[src/rtl/serial_sub_pkg.sv]
// Shared definitions for the bit-serial subtractor.
// Contents:
//   state_t - FSM state encoding (IDLE / SHIFT / DONE)
package serial_sub_pkg;

    typedef enum logic [1:0] {
        IDLE  = 2'd0,
        SHIFT = 2'd1,
        DONE  = 2'd2
    } state_t;

endpackage

[src/rtl/serial_subtractor_fs_cell.sv]
// One-bit full subtractor: computes a - b - bin for a single bit.
// Ports:
//   a, b, bin - minuend bit, subtrahend bit, borrow-in
//   d, bout   - difference bit, borrow-out
module fs_cell (
    input  logic a,
    input  logic b,
    input  logic bin,
    output logic d,
    output logic bout
);

    assign d    = a ^ b ^ bin;
    // Borrow when b exceeds a outright, or when they tie and a borrow is pending.
    assign bout = (~a & b) | (~(a ^ b) & bin);

endmodule

[src/rtl/serial_subtractor.sv]
// Bit-serial subtractor: accepts a WIDTH-bit operand pair plus borrow-in,
// processes one bit per cycle LSB first, then holds the result until consumed.
// Ports:
//   clk, reset            - clock, asynchronous active-high reset
//   in_valid / in_ready   - operand handshake (ready only in IDLE)
//   a_i, b_i, bin_i       - minuend, subtrahend, borrow-in
//   out_valid / out_ready - result handshake (valid only in DONE)
//   diff_o, bout_o        - (a - b - bin) mod 2^WIDTH and final borrow-out
//   busy_o                - high while shifting
module serial_subtractor
    import serial_sub_pkg::*;
#(
    parameter int WIDTH = 8
) (
    input  logic             clk,
    input  logic             reset,
    input  logic             in_valid,
    output logic             in_ready,
    input  logic [WIDTH-1:0] a_i,
    input  logic [WIDTH-1:0] b_i,
    input  logic             bin_i,
    output logic             out_valid,
    input  logic             out_ready,
    output logic [WIDTH-1:0] diff_o,
    output logic             bout_o,
    output logic             busy_o
);

    localparam int            CW   = $clog2(WIDTH);
    localparam logic [CW-1:0] LAST = CW'(WIDTH - 1);

    state_t           state, state_next;
    logic [WIDTH-1:0] a_sr, b_sr, res_sr;
    logic             br;
    logic [CW-1:0]    cnt;
    logic             d_bit, br_next;
    logic             accept;

    assign accept = in_valid && (state == IDLE);

    fs_cell u_fs_cell (
        .a    (a_sr[0]),
        .b    (b_sr[0]),
        .bin  (br),
        .d    (d_bit),
        .bout (br_next)
    );

    always_ff @(posedge clk or posedge reset) begin
        if (reset) state <= IDLE;
        else       state <= state_next;
    end

    always_comb begin
        state_next = state;
        case (state)
            IDLE:    if (in_valid)      state_next = SHIFT;
            SHIFT:   if (cnt == LAST)   state_next = DONE;
            DONE:    if (out_ready)     state_next = IDLE;
            default:                    state_next = IDLE;
        endcase
    end

    always_ff @(posedge clk or posedge reset) begin
        if (reset) begin
            a_sr   <= '0;
            b_sr   <= '0;
            res_sr <= '0;
            br     <= 1'b0;
            cnt    <= '0;
        end else if (accept) begin
            a_sr <= a_i;
            b_sr <= b_i;
            br   <= bin_i;
            cnt  <= '0;
        end else if (state == SHIFT) begin
            a_sr   <= a_sr >> 1;
            b_sr   <= b_sr >> 1;
            // After WIDTH shifts the first bit lands in bit 0.
            res_sr <= {d_bit, res_sr[WIDTH-1:1]};
            br     <= br_next;
            cnt    <= cnt + CW'(1);
        end
    end

    // Result and borrow come straight from flops; they only move in SHIFT,
    // so they are stable for the whole DONE interval.
    assign diff_o    = res_sr;
    assign bout_o    = br;
    assign in_ready  = (state == IDLE);
    assign out_valid = (state == DONE);
    assign busy_o    = (state == SHIFT);

endmodule

[config.mk]
export PLATFORM = sky130hd
export DESIGN_NAME = serial_subtractor
export DESIGN_NICKNAME = d
export VERILOG_FILES = /design/src/rtl/serial_sub_pkg.sv /design/src/rtl/serial_subtractor_fs_cell.sv /design/src/rtl/serial_subtractor.sv
export SDC_FILE = /design/constraint.sdc
export NUM_CORES = 1
export LEC_CHECK = 0
export CAP_MARGIN = 0
export CELL_PAD_IN_SITES_DETAIL_PLACEMENT = 0
export CELL_PAD_IN_SITES_GLOBAL_PLACEMENT = 2
export CORE_UTILIZATION = 35
export DETAILED_ROUTE_END_ITERATION = 8
export MAX_ROUTING_LAYER = met4
export PLACE_DENSITY = 0.86
export SKIP_CTS_REPAIR_TIMING = 1
export SLEW_MARGIN = 30
export SYNTH_ARGS = -nofsm -noshare
export SYNTH_HDL_FRONTEND = slang
export SYNTH_SLANG_ARGS = --single-unit
[constraint.sdc]
create_clock -name clk -period 2.6 [get_ports clk]
set_input_delay 0.26 -clock clk [delete_from_list [all_inputs] [get_ports clk]]
set_output_delay 0.26 -clock clk [all_outputs]
set_load 0.01 [all_outputs]
==> flow_summary.toml, run 1 <==
[synthesis]
synth_cell_types = 30
muxShareOfSynthArea_pct = 6.791
synth-seq-area-share_pct = 50.93
synth_top_family_by_area = "simple AND/OR/NAND/NOR gates"
synth-compound-area-share_pct = 14.18
syn_inst = 118
syn-cell-area_um2 = 1474
syn_nets = 142
synth_warnings = 0
synth_adder_area_share_pct = 3.056
ys_ff_latch = 30
syn-mean-instance-area_um2 = 12.49
yosys.area_share.simple_pct = 16.47
synth_xor_area_share_pct = 0

[worst_setup_path]
worst_setup_path_end_kind = "primary output"
critPathKind = "flip-flop to primary output"
crit_fanout = 17
worstPathRequired_ps = 2340
timing.critical_path.arrival_ps = 1840
max_stage_delay_ps = 580
startpoint_type = "flip-flop"
cpMaxStageDelayCell = "clkdlybuf4s50_1"
path_buf_inv = 2
path_cells = "buf_4 > nor2_1 > clkdlybuf4s50_1"
critical-path-top-delay-family = "buffers and inverters"

[clock_tree]
htree_levels = 2
cts_root_buf = "clkbuf_8"
numCtsBuffers = 5
cts_tree = "yes"
clockBufferDepth = 2
path_clk_slew_ps = 60
cts.sinks = 30
clkLatencyLatePin_ps = 270

[timing]
post-route-period-util_pct = 80.89
hold_viol_final = 0
rsz0062_at_grt = "no"
worst_slew_pin_slew_ps = 821.8
fin_tns_setup_ps = 0
drv_slew = 0
slew_headroom_pct = 45.10
fmax_mhz = 475.5
setup_viol = 0
fin_skew_ps = 6.984
fin_crit_ps = 2103

[final_layout]
n_antenna_cell = 0
synthToLayoutAreaGrowth_pct = 30.22
fin_cells = 201
fillers = 381
drive_gt1_share_pct = 19.87
layout.nets = 174

[global_routing]
gr-total-overflow = 0
grt_max_degree = 31
antenna_found_initial = 0
grt_pass1_wl_mm = 4.850
first_global_vias = 1054
grt.total_usage_pct = 14.97

[drt]
first_pass_iters = 6
viasPerCell = 5.199
antenna_left = 0
route.detailed.wl_per_inst_um = 13.83
drtIter0Drc = 49
dr_total_vias = 1045
wirelength_mm = 2.780
drcViolationCount = 0

[die]
die-area_um2 = 4475
coreArea_um2 = 4029
ios = 33
die_w_um = 66.90
die_h_um = 66.90
placementRows = 23
start_util_pct = 36.58

[power_and_ir_drop]
peakVddDrop_uv = 450.9
p_per_area_nw_per_um2 = 1133
leakagePower_uw = 0.0008099
total_power_uw = 2175

[place]
portBuffers = 32
place.gp.congestion = 0.7146
dp_hpwl_mm = 1.931
placed_cells = 193

[worst_hold_path]
hp-class = "primary input to asynchronous set/reset pin"

[status]
status = "finished clean"

[job]
cap_violations = 0
state kept, by name (all words and copies together), names as in the netlist:
name	cells
bout_o	1
a_sr	8
state	2
b_sr	8
cnt	3
diff_o	8
cell usage in the layout (no fill, tap or decap), types with 2 or more instances in the layout:
cell,netlist,routed
nor2b_1,3,3
a211o_1,2,2
mux2_2,8,8
buf_4,1,5
nor4bb_1,2,2
clkbuf_8,0,8
clkdlybuf4s50_1,0,32
ha_1,2,2
o221a_2,7,7
a211oi_1,6,6
or4b_1,7,7
nor4b_1,6,6
nor3b_1,9,9
a22o_1,2,2
dfrtp_1,30,30
inv_1,10,10
cells by family after synthesis:
logic type	Yosys count
flops	30
simple gates	30
fa+ha+maj	3
buf+inv	23
mux	9
compound gates	23
metal layers:
metal | global-route usage, % | up-vias | wire length [µm]
li1 | - | 504 | -
met1 | 18.83 | 510 | 1321
met2 | 22.85 | 29 | 1322
met3 | 4.623 | 2 | 122
met4 | 4.787 | 0 | 14
met5 | - | - | 0
worst paths after layout:
kind | cells after the start | slack (ps) | end | start
setup / recovery | 3 | 500 | in_ready | state[1]
max in group asynchronous | 3 | 1960 | cnt[2] | reset
hold / removal | 3 | 370 | b_sr[4] | reset
min in group clk | 1 | 510 | cnt[0] | cnt[0]
hold reg to reg | 1 | 510 | cnt[0] | cnt[0]
setup reg to reg | 3 | 940 | a_sr[0] | state[1]
where the power goes:
part           switching (µW)  leakage (µW)  internal (µW)  total (µW)
clock network             162     0.0000575            267         429
registers                 148      0.000356            695         843
logic                     370      0.000396            533         903
total                     680      0.000810           1490        2170
tightest hold or removal path, stage by stage:
cell	delay, ps
clkdlybuf4s50_1	400
inv_1	50
buf_4	340
synthesized netlist by cell type (all sizes together):
cell / instances / area [µm²]
nor2b: 3 / 18.77
mux2: 8 / 90.09
a21oi: 1 / 5.000
or4b: 7 / 70.07
o2bb2ai: 1 / 8.760
nor4b: 6 / 52.55
mux2i: 1 / 10.01
dfrtp: 30 / 750.7
clkbuf: 3 / 12.51
a222oi: 1 / 10.01
a211o: 2 / 17.52
nor3b: 9 / 67.56
inv: 11 / 41.29
buf: 9 / 72.57
ha: 2 / 25.02
nor2: 1 / 3.750
o21bai: 1 / 7.510
nor4bb: 2 / 20.02
nand2: 1 / 3.750
o21ba: 1 / 10.01
a211oi: 6 / 45.04
nand2b: 1 / 6.260
fa: 1 / 20.02
a221oi: 1 / 8.760
o221a: 7 / 78.83
a22o: 2 / 17.52
final cells by class:
cell class / instances / area, µm² / area share, %
well taps: 50 / 62.56 / 3.259
clock buffers: 8 / 110.1 / 5.737
flip-flops and latches: 30 / 750.7 / 39.11
repair buffers: 37 / 357.8 / 18.64
multi-input cells: 65 / 596.8 / 31.10
inverters: 11 / 41.29 / 2.151
through the flow:
step                area [µm²]  utilization (%)  hold slack [ps]  worst slack (ps)
floorplan                 1474                -            350.8              1339
global placement          1809            44.91            473.9             654.2
detailed placement        1809            44.91            497.5             567.5
CTS                       1919            47.64            372.5             457.8
global route              1919            47.64            397.5             356.0
finish                    1919            47.64            366.0             496.8
Power figures use the tool's default switching activity.
==> run 2, diff against run 1 <==
--- a/config.mk
+++ b/config.mk
@@ -8,10 +8,10 @@
 export CAP_MARGIN = 0
 export CELL_PAD_IN_SITES_DETAIL_PLACEMENT = 0
 export CELL_PAD_IN_SITES_GLOBAL_PLACEMENT = 2
-export CORE_UTILIZATION = 35
+export CORE_UTILIZATION = 29
 export DETAILED_ROUTE_END_ITERATION = 8
 export MAX_ROUTING_LAYER = met4
-export PLACE_DENSITY = 0.86
+export PLACE_DENSITY = 0.77
 export SKIP_CTS_REPAIR_TIMING = 1
 export SLEW_MARGIN = 30
 export SYNTH_ARGS = -nofsm -noshare
==> constraint.sdc (replaced) <==
create_clock -name clk -period 1.9 [get_ports clk]
set_input_delay 0.19 -clock clk [delete_from_list [all_inputs] [get_ports clk]]
set_output_delay 0.19 -clock clk [all_outputs]
set_load 0.01 [all_outputs]
==> run 2 against run 1 <==
Against the previous run:
- setup slack lost 380 ps
- count of clock-buffer cells in the layout shrank 1
- combinational power grew 45%
- total power grew 38%
- sequential share of layout area shrank 0.76 points
- hold slack lost 75 ps
- clock power grew 21%
- critical path depth shrank 1
- critical path type unchanged
- highest routed layer unchanged
==> flow_summary.toml, run 2 (synthesis results as in run 1) <==
[die]
placementRows = 25
die_w_um = 73.29
ios = 33
coreArea_um2 = 4817
die-area_um2 = 5371
die_h_um = 73.29
start_util_pct = 30.60

[global_routing]
grt_max_degree = 31
antenna_found_initial = 0
first_global_vias = 1100
gr-total-overflow = 0
grt_pass1_wl_mm = 5.299
grt.total_usage_pct = 13.51

[timing]
fmax_mhz = 560.8
rsz0062_at_grt = "no"
fin_crit_ps = 1783
hold_viol_final = 0
drv_slew = 0
worst_slew_pin_slew_ps = 396.6
post-route-period-util_pct = 93.85
fin_skew_ps = 1.937
slew_headroom_pct = 73.48
fin_ws_ps = 116.8
setup_viol = 0
fin_tns_setup_ps = 0

[clock_tree]
path_clk_slew_ps = 60
clkLatencyLatePin_ps = 280
numCtsBuffers = 5
clockBufferDepth = 2
cts_tree = "yes"
cts.sinks = 30
cts_root_buf = "clkbuf_8"
htree_levels = 2

[final_layout]
fillers = 484
layout.nets = 179
final_cell_mix = "clkdlybuf4s50_1 (32), dfrtp_1 (29), inv_1 (10), buf_4 (10), nor3b_1 (9)"
n_antenna_cell = 0
register_area_um2 = 752.0
synthToLayoutAreaGrowth_pct = 33.02
multi_input_area_um2 = 596.8
utilization_pct = 40.70
drive_gt1_share_pct = 22.44
final_common_cell = "clkdlybuf4s50_1"

[place]
portBuffers = 32
dp_hpwl_mm = 2.164
dp_slack_ps = 190.0
place.gp.congestion = 0.7080

[drt]
drcViolationCount = 0
antenna_left = 0
route.detailed.wl_per_inst_um = 13.70
drtIter0Drc = 41
wirelength_mm = 3.054
viasPerCell = 4.839
dr_total_vias = 1079
first_pass_iters = 4

[job]
cap_violations = 0

[worst_setup_path]
timing.critical_path.arrival_ps = 1590
path_cells = "nor2_1 > clkdlybuf4s50_1"
critPathKind = "flip-flop to primary output"
worst_setup_path_end_kind = "primary output"
worstPathRequired_ps = 1710
cpMaxStageDelayCell = "clkdlybuf4s50_1"
crit_fanout = 11
startpoint_type = "flip-flop"
max_stage_delay_ps = 590

[power_and_ir_drop]
p_per_area_nw_per_um2 = 1527
leakagePower_uw = 0.0008238
peakVddDrop_uv = 457.5

[worst_hold_path]
hp-class = "primary input to asynchronous set/reset pin"

[status]
status = "finished clean"
-- run 2: per-layer routing --
layer  wire length [µm]  track usage [%]  up-vias
met5                  0                -        -
met3                149            4.390        8
met2               1393            19.96       28
met1               1452            17.33      531
li1                   -                -      512
met4                 57            4.915        0
-- run 2: cell type report --
cell class,instances,share of cell area (%)
flip-flops and latches,30,38.35
multi-input cells,65,30.44
well taps,67,4.276
repair buffers,42,20.17
clock inverters,1,0.2553
clock buffers,7,4.403
inverters,11,2.106
-- run 2: worst paths after layout --
path	start	end	slack (ps)	depth (start not counted)
worst max-delay path	state[0]	in_ready	120	2
worst min-delay path	reset	diff_o[1]	290	3
worst max register to register	state[0]	b_sr[6]	430	3
worst min register to register	cnt[0]	cnt[0]	480	1
max in group asynchronous	reset	state[1]	1310	3
min in group clk	cnt[0]	cnt[0]	480	1
-- run 2: through the flow --
step                cell area [µm²]  power (µW)  hold slack [ps]  cells
detailed placement             1868        2505            477.7    215
CTS                            1959        3038            297.2    223
finish                         1961        2993            290.8    223
global placement               1868        2436            469.7    215
global route                   1961        3236            335.5    223
floorplan                      1474        2027            280.8    118
-- run 2: power breakdown --
part	switching, µW	internal [µW]
registers	210	952
logic	534	779
clock network	227	291
total	971	2020
-- run 2: critical path: cells and delay by family, from the launching register on --
kind | cells | cell delay (ps)
buffers and inverters | 1 | 590
DFF | 1 | 490
and+or+nand+nor | 1 | 240
